**src/rtl/gpio_irq_bank.sv**
```systemverilog
// gpio_irq_bank: register-mapped GPIO bank. Each set of pins has direction,
// output latch, a multi-flop input synchroniser and edge-detect interrupts
// with write-1-to-clear status, all merged onto a single level irq line.
module gpio_irq_bank #(
  parameter int NUM_GPIO_SETS = 4,
  parameter int GPIO_WIDTH    = 8,
  parameter int SYNC_STAGES   = 2
) (
  input  logic                                   clk,
  input  logic                                   rst,
  input  logic [$clog2(NUM_GPIO_SETS)+2:0]       addr,
  input  logic                                   wr_en,
  input  logic                                   rd_en,
  input  logic [GPIO_WIDTH-1:0]                  wr_data,
  output logic [GPIO_WIDTH-1:0]                  rd_data,
  output logic                                   rd_valid,
  input  logic [NUM_GPIO_SETS*GPIO_WIDTH-1:0]    gpio_in,
  output logic [NUM_GPIO_SETS*GPIO_WIDTH-1:0]    gpio_out,
  output logic [NUM_GPIO_SETS*GPIO_WIDTH-1:0]    gpio_oe,
  output logic                                   irq
);

  localparam int SET_W  = $clog2(NUM_GPIO_SETS);
  localparam int ADDR_W = SET_W + 3;
  localparam int TOT_W  = NUM_GPIO_SETS * GPIO_WIDTH;
  localparam int WARM_W = $clog2(SYNC_STAGES + 2);
  localparam logic [WARM_W-1:0] WARM_INIT = WARM_W'(SYNC_STAGES + 1);

  logic [GPIO_WIDTH-1:0] r_dir    [NUM_GPIO_SETS];
  logic [GPIO_WIDTH-1:0] r_out    [NUM_GPIO_SETS];
  logic [GPIO_WIDTH-1:0] r_irq_en [NUM_GPIO_SETS];
  logic [GPIO_WIDTH-1:0] r_edge   [NUM_GPIO_SETS];
  logic [GPIO_WIDTH-1:0] r_status [NUM_GPIO_SETS];
  logic [TOT_W-1:0]      r_sync   [SYNC_STAGES];
  logic [TOT_W-1:0]      r_prev;
  logic [WARM_W-1:0]     r_warm;
  logic [GPIO_WIDTH-1:0] r_rd_data;
  logic                  r_rd_valid;
  logic                  r_irq;

  logic [SET_W-1:0]      w_set;
  logic [2:0]            w_off;
  logic [TOT_W-1:0]      w_sync_in;
  logic [TOT_W-1:0]      w_rise;
  logic [TOT_W-1:0]      w_fall;
  logic [GPIO_WIDTH-1:0] w_w1c         [NUM_GPIO_SETS];
  logic [GPIO_WIDTH-1:0] w_event       [NUM_GPIO_SETS];
  logic [GPIO_WIDTH-1:0] w_next_status [NUM_GPIO_SETS];
  logic [GPIO_WIDTH-1:0] w_rd_mux;
  logic                  w_irq_next;

  assign w_set     = addr[ADDR_W-1:3];
  assign w_off     = addr[2:0];
  assign w_sync_in = r_sync[SYNC_STAGES-1];
  assign w_rise    = w_sync_in & ~r_prev;
  assign w_fall    = ~w_sync_in & r_prev;

  // Per-set edge events, status next-state, irq merge and read-data mux.
  // Unmapped set indices match no set, so they read 0 and ignore writes.
  always_comb begin
    w_rd_mux   = '0;
    w_irq_next = 1'b0;
    for (int s = 0; s < NUM_GPIO_SETS; s++) begin
      w_w1c[s] = (wr_en && (w_set == SET_W'(s)) && (w_off == 3'd4)) ? wr_data : '0;
      w_event[s] = '0;
      if (r_warm == '0) begin
        w_event[s] = ~r_dir[s] &
                     ((r_edge[s] & w_rise[s*GPIO_WIDTH +: GPIO_WIDTH]) |
                      (~r_edge[s] & w_fall[s*GPIO_WIDTH +: GPIO_WIDTH]));
      end
      // A clear and a new event on the same bit: the event wins.
      w_next_status[s] = (r_status[s] & ~w_w1c[s]) | w_event[s];
      w_irq_next = w_irq_next | (|(w_next_status[s] & r_irq_en[s]));
      if (w_set == SET_W'(s)) begin
        case (w_off)
          3'd0:    w_rd_mux = r_dir[s];
          3'd1:    w_rd_mux = (r_dir[s] & r_out[s]) |
                              (~r_dir[s] & w_sync_in[s*GPIO_WIDTH +: GPIO_WIDTH]);
          3'd2:    w_rd_mux = r_irq_en[s];
          3'd3:    w_rd_mux = r_edge[s];
          3'd4:    w_rd_mux = r_status[s];
          default: w_rd_mux = '0;
        endcase
      end
    end
  end

  // Configuration registers, output latch and interrupt status.
  always_ff @(posedge clk or posedge rst) begin
    if (rst) begin
      for (int s = 0; s < NUM_GPIO_SETS; s++) begin
        r_dir[s]    <= '0;
        r_out[s]    <= '0;
        r_irq_en[s] <= '0;
        r_edge[s]   <= '0;
        r_status[s] <= '0;
      end
    end else begin
      for (int s = 0; s < NUM_GPIO_SETS; s++) begin
        r_status[s] <= w_next_status[s];
        if (wr_en && (w_set == SET_W'(s))) begin
          case (w_off)
            3'd0:    r_dir[s]    <= wr_data;
            3'd1:    r_out[s]    <= wr_data;
            3'd2:    r_irq_en[s] <= wr_data;
            3'd3:    r_edge[s]   <= wr_data;
            default: ;
          endcase
        end
      end
    end
  end

  // Input synchroniser, previous-sample register and post-reset warm-up
  // counter that masks the edges produced while the chain fills.
  always_ff @(posedge clk or posedge rst) begin
    if (rst) begin
      for (int i = 0; i < SYNC_STAGES; i++) r_sync[i] <= '0;
      r_prev <= '0;
      r_warm <= WARM_INIT;
    end else begin
      r_sync[0] <= gpio_in;
      for (int i = 1; i < SYNC_STAGES; i++) r_sync[i] <= r_sync[i-1];
      r_prev <= w_sync_in;
      if (r_warm != '0) r_warm <= r_warm - 1'b1;
    end
  end

  // Registered read port (data held between reads) and interrupt line.
  always_ff @(posedge clk or posedge rst) begin
    if (rst) begin
      r_rd_data  <= '0;
      r_rd_valid <= 1'b0;
      r_irq      <= 1'b0;
    end else begin
      r_rd_valid <= rd_en;
      if (rd_en) r_rd_data <= w_rd_mux;
      r_irq <= w_irq_next;
    end
  end

  for (genvar s = 0; s < NUM_GPIO_SETS; s++) begin : g_pads
    assign gpio_out[s*GPIO_WIDTH +: GPIO_WIDTH] = r_out[s];
    assign gpio_oe[s*GPIO_WIDTH +: GPIO_WIDTH]  = r_dir[s];
  end

  assign rd_data  = r_rd_data;
  assign rd_valid = r_rd_valid;
  assign irq      = r_irq;

endmodule
```
**config.mk**
```make
export PLATFORM = sky130hd
export DESIGN_NAME = gpio_irq_bank
export DESIGN_NICKNAME = d
export VERILOG_FILES = /design/src/rtl/gpio_irq_bank.sv
export SDC_FILE = /design/constraint.sdc
export NUM_CORES = 1
export LEC_CHECK = 0
export BUFFER_PORTS_ARGS = -buffer_cell sky130_fd_sc_hd__buf_2
export CORE_AREA = 5 5 179 181
export CTS_CLUSTER_DIAMETER = 150
export DETAILED_ROUTE_END_ITERATION = 16
export DIE_AREA = 0 0 184 186
export PLACE_DENSITY = 0.65
export SYNTH_ARGS = -nofsm -noshare
export SYNTH_HDL_FRONTEND = slang
export SYNTH_SLANG_ARGS = --single-unit
```
**constraint.sdc**
```tcl
create_clock -name clk -period 11.3 [get_ports clk]
set_clock_uncertainty 0.1 [all_clocks]
set_input_delay 0.565 -clock clk [delete_from_list [all_inputs] [get_ports clk]]
set_output_delay 0.565 -clock clk [all_outputs]
set_load 0.02 [all_outputs]
```
Word level (Yosys, flattened, before mapping)
Cells that the tools add are included.
{ "classes": {"add_sub_neg": 1, "n_eq_ne": 7, "n_mux": 16, "bitwise": 59, "reduce_logical": 32} }
{ "op_table": {"columns": ["cell", "count"], "rows": [
  ["$and 8x8->8", 28],
  ["$pmux 8 s5", 4],
  ["$mux 8", 12],
  ["$not 8->8", 12],
  ["$or 8x8->8", 12],
  ["$and 32x32->32", 2],
  ["$not 32->32", 2],
  ["$reduce_and 2->1", 16],
  ["$reduce_or 8->1", 4],
  ["$logic_and 1x1->1", 8],
  ["$eq 3x2->1 const B", 2],
  ["$eq 2x2->1 const B", 2],
  ["$logic_not 2->1", 2],
  ["$eq 3x1->1 const B", 1],
  ["$eq 3x3->1 const B", 1],
  ["$logic_not 3->1", 1],
  ["$or 1x1->1", 3],
  ["$eq 2x1->1 const B", 1],
  ["$reduce_bool 2->1", 1],
  ["$sub 2x1->2 const B", 1]
]} }
{ "totals": {"regBits": 268, "in_bits": 49, "out_inout_bits": 74, "wordCells": 142} }

Logic depth before layout (Yosys ltp)
{ "logic_depth": {"ltp_word": 12, "depth_mapped": 10, "depth_no_buf": 8} }

Worst setup path after synthesis
OpenSTA, ideal clock, no wires.
{ "synth_path": {"kind": "flip-flop to flip-flop", "startpoint": "register r_warm[0]", "endpoint": "register r_irq, in the netlist irq", "setup_ns": 0.138, "arrival_time_ns": 2.307, "required_time_ns": 11.062, "path_slack_ns": 8.755, "stages_incl_launch_ff": 9, "path_buffers": 2, "synth_period_minus_slack_ns": 2.545, "cell_sequence": "dfstp_2 -> inv_1 -> ha_1 -> clkbuf_1 -> clkbuf_1 -> a32o_1 -> a2111oi_0 -> nand4_1 -> or4b_1"} }
{ "synth_rtl": {"columns": ["element", "line", "source"], "rows": [
  ["from (decl)", "36", "logic [WARM_W-1:0] r_warm;"],
  ["from (signal assigned)", "125", "if (r_warm != '0) r_warm <= r_warm - 1'b1;"],
  ["to (signal assigned)", "138", "r_irq <= w_irq_next;"],
  ["to (decl)", "39", "logic r_irq;"]
]} }

Worst setup path in the final report
{ "layout_path": {"startpoint": "register r_warm[0]", "endpoint": "register r_irq, in the netlist irq"} }
{ "layout_via": {"elab_chain_len": 8, "word_cells_on_any_way": 20, "classes_between": "4 x mux; 11 x bitwise; 5 x reduce/logical"} }
{ "layout_lines": {"columns": ["element", "line", "source"], "rows": [
  ["$logic_not 2->1 *", "66", "if (r_warm == '0) begin"],
  ["$mux 8", "66", null],
  ["$or 8x8->8", "72", "w_next_status[s] = (r_status[s] & ~w_w1c[s]) | w_event[s];"],
  ["$and 8x8->8", "73", "w_irq_next = w_irq_next | (|(w_next_status[s] & r_irq_en[s]));"],
  ["$reduce_or 8->1", "73", null],
  ["$or 1x1->1 (2 in a row)", "73", null],
  ["$or 1x1->1 *", "73", null],
  ["via w_irq_next", "50", "logic w_irq_next;"]
]} }
Mark *: on every way through the listed nets, which the timed path passes. The rest lies on a longest branch.
A chain may end at the register's enable or synchronous reset.

==> impl_metrics.py <==
metrics = {
    "layout": {
        "nFillCells": 2819,
        "multi_input_area_sq_mm": 0.00486,
        "final_nets": 1250,
        "fin_area_sq_mm": 0.0141,
        "drive_above_1_share_pct": 25.3,
        "diodes": 0,
        "syn2layout_area_growth_pct": 18.2,
        "seq_area_sq_mm": 0.00671,
    },
    "grt": {
        "grt-ovfl-total": 0,
        "grtUsageTotal_pct": 21.7,
        "grt_pass1_wl_mm": 57.6,
        "grt_pass1_vias": 9370,
        "antenna_found_initial": 1,
        "grt_start_max_net_pins": 117,
    },
    "sta": {
        "fin_crit_sh_pct": 28.7,
        "setup_viol": 0,
        "hold_slack_ns": 0.0103,
        "tightest_slew_ns": 1.26,
        "layout_min_cycle_time_ns": 3.24,
        "worst_slack_ns": 8.06,
        "slew_headroom_pct": 15.9,
        "drv_slew": 0,
        "fin_tns_setup_ns": 0,
        "hold_viol_final": 0,
        "timing.fmax_ghz": 0.308,
        "rsz0062_at_grt": "no",
    },
    "critical_path": {
        "cp-start-kind": "flip-flop",
        "path_class": "reg2reg",
        "crit_fanout": 34,
        "end_kind": "flip-flop",
        "cp_slowest_cell": "dfstp_2",
        "slowest_delay_ns": 0.54,
        "cp.arrival_ns": 3.58,
        "cp_cell_sequence": "inv_1 -> ha_2 -> buf_4 -> o2111a_1 -> a41o_1 -> a211o_1 -> nor4_1 -> or4b_1",
        "crit_required_ns": 11.64,
    },
    "placement": {
        "place_hpwl_mm": 25.6,
        "post-place-ws_ns": 7.77,
        "gp_congestion": 0.924,
        "io_buffers": 122,
        "dpl-instance-area_sq_mm": 0.0129,
    },
    "logic_synthesis": {
        "synth_top_area_share_pct": 55.6,
        "yosys_register_bits": 268,
        "synth_nets": 1131,
        "synth_ff_type": "dfrtp_1",
        "synthArstFlopShare_pct": 100,
        "syn-instance-count": 1081,
        "synth_edf_count": 0,
        "yosysWarnings": 0,
        "yosysTopAreaCell": "dfrtp_1",
        "yosysUniqueCellTypes": 65,
        "netlist_top_cells_area": "dfrtp_1, mux2_2, nand2_1",
        "synth.cell_area_sq_mm": 0.0120,
        "postSynthAreaPerCell_sq_um": 11.1,
        "yosysSeqAreaShare_pct": 56.1,
    },
    "floorplan": {
        "die_height_microns": 186,
        "start_util_pct": 39.5,
        "die_w_microns": 184,
        "pin_count": 123,
        "die_area_sq_mm": 0.0342,
        "rows": 64,
        "coreArea_sq_mm": 0.0303,
    },
    "routing": {
        "remaining_drc_errors": 0,
        "drt-total-wl_mm": 37.7,
        "vias_per_cell": 5.85,
        "drt_iter0_markers": 1000,
        "drtAntennaViolNets": 0,
        "routedWlPerCell_microns": 23.3,
        "vias": 9483,
        "dr.pass1.iters": 5,
    },
    "cts": {
        "htree_num_levels": 1,
        "clock_latency_ns": 0.56,
        "post_cts_buffers": 0,
        "clock-root-buffer": "clkbuf_16",
        "clock-sinks": 268,
        "cts-resized-gates": 0,
        "cts_made_buffers": 30,
        "ctsHoldBuffers": 14,
        "clk_pin_slew_ns": 0.07,
        "tritoncts": "yes",
        "cts_buffer_depth": 3,
    },
    "pwr": {
        "power_frac_seq_pct": 44.1,
        "p_sw_share_pct": 30.4,
        "pwr-share-clk_pct": 38.2,
        "power_leakage_nw": 6.35,
        "switching_power_w": 0.000841,
        "p_int_w": 0.00193,
        "ir_worst_vdd_mv": 0.114,
        "power_w": 0.00277,
        "p_per_area_mw_per_mm2": 196,
        "share_comb_of_total_power_pct": 17.7,
    },
    "job": {
        "maxCapViolations": 0,
    },
    "worst_hold_path": {
        "hp-class": "in2async",
    },
    "status": {
        "status": "completed",
    },
}
[routing by layer]
metal  routed length [microns]  part of all wire, %  track usage (%)
met1                     16300                   43             31.5
met2                     17000                   45             33.4
met3                      3290                  8.7             3.99
met4                      1180                  3.1             6.33
met5                        13                0.034                0
[placed cells by master, fill, tap and decap left out, drive strengths merged, types with 5 or more instances in the layout]
cell type,netlist,layout
o22ai,19,19
nand2b,20,20
nand4,13,13
buf,17,131
clkinvlp,0,7
nor2,41,41
a21oi,84,84
clkbuf,44,40
dlygate4sd3,0,17
a221oi,5,5
o2111a,6,6
a31oi,8,8
o21ai,54,54
nor4,6,6
inv,39,39
o211a,5,5
o2111ai,12,12
mux2i,25,25
and3,5,5
o211ai,5,5
nor3b,22,22
and4,5,5
a32o,17,17
a2111oi,8,8
dfrtp,266,266
bufinv,0,5
nand2,154,154
nor3,15,15
nand3,6,6
and3b,17,17
mux2,105,105
[cells in the mapped netlist, types with 6 or more instances]
cell type / number
a2111oi_0: 7
a21oi_1: 83
a31oi_1: 8
a32o_1: 17
and3b_1: 17
buf_2: 10
clkbuf_1: 44
dfrtp_1: 266
inv_1: 39
mux2_2: 105
mux2i_1: 25
nand2_1: 154
nand2b_1: 20
nand3_1: 6
nand4_1: 13
nor2_1: 38
nor3_1: 12
nor3b_1: 20
nor4_1: 6
o2111a_1: 6
o2111ai_1: 12
o21ai_0: 54
o22ai_1: 19
[kinds of logic (layout without fill, tap and decap cells)]
logic type | after synthesis | count (layout) | synth area share (%)
AND/OR/NAND/NOR | 322 | 322 | 13.9
flip-flops | 268 | 268 | 56.1
AO/OA/AOI/OAI | 259 | 259 | 14.4
multiplexers | 130 | 130 | 12.0
buffers and inverters | 100 | 243 | 3.43
adder cells (fa/ha/maj) | 1 | 1 | 0.105
XOR/XNOR | 1 | 1 | 0.0732
[cell type report]
cell class / instances / area share (%)
clock buffer: 40 / 6.01
clock inverter: 16 / 1.60
inverter: 39 / 1.09
multi-input combinational: 713 / 34.4
sequential: 268 / 47.4
tap: 396 / 3.50
timing repair buffer: 148 / 6.00
[power groups by stage]
| stage | registers [W] | logic (W) | clock network [W] |
|---|---|---|---|
| after global routing | 0.00124 | 0.000530 | 0.00111 |
| after global placement | 0.00123 | 0.000474 | 0 |
| after detailed placement | 0.00124 | 0.000482 | 0 |
| after floorplan | 0.00125 | 0.000262 | 0 |
| final | 0.00122 | 0.000490 | 0.00106 |
| after CTS | 0.00122 | 0.000489 | 0.00107 |
[critical path, delay by kind of cell (launching register included)]
family / cells / cell delay [ns]
AO/OA/AOI/OAI: 3 / 0.75
adder cells (fa/ha/maj): 1 / 0.42
buffers and inverters: 2 / 0.42
flip-flops: 1 / 0.54
AND/OR/NAND/NOR: 2 / 0.89
[stage by stage]
stage / std cells / util, %
finish: 1620 / 46.7
global placement: 1547 / 42.6
global route: 1620 / 46.7
detailed placement: 1547 / 42.6
floorplan: 1081 / -
CTS: 1617 / 46.6
[path summary, 6_finish.rpt]
| kind | to | slack [ns] | cells after the start | startpoint |
|---|---|---|---|---|
| max in group asynchronous | w_sync_in[16] | 9.44 | 3 | rst |
| worst max register to register | irq | 8.06 | 8 | r_warm[0] |
| worst max-delay path | irq | 8.06 | 8 | r_warm[0] |
| min in group clk | r_sync[61] | 0.01 | 1 | gpio_in[29] |
| worst min-delay path | r_sync[42] | 0.01 | 2 | rst |
| worst min register to register | w_sync_in[15] | 0.25 | 0 | r_sync[47] |
[registers in the layout, indices dropped and copies added (netlist names)]
name       cells
r_sync        32
irq            1
r_prev        32
rd_data        8
gpio_oe       32
w_sync_in     32
r_warm         2
gpio_out      32
r_irq_en      32
r_edge        32
r_status      32
rd_valid       1
No activity file was read; power rests on OpenSTA's default activity.
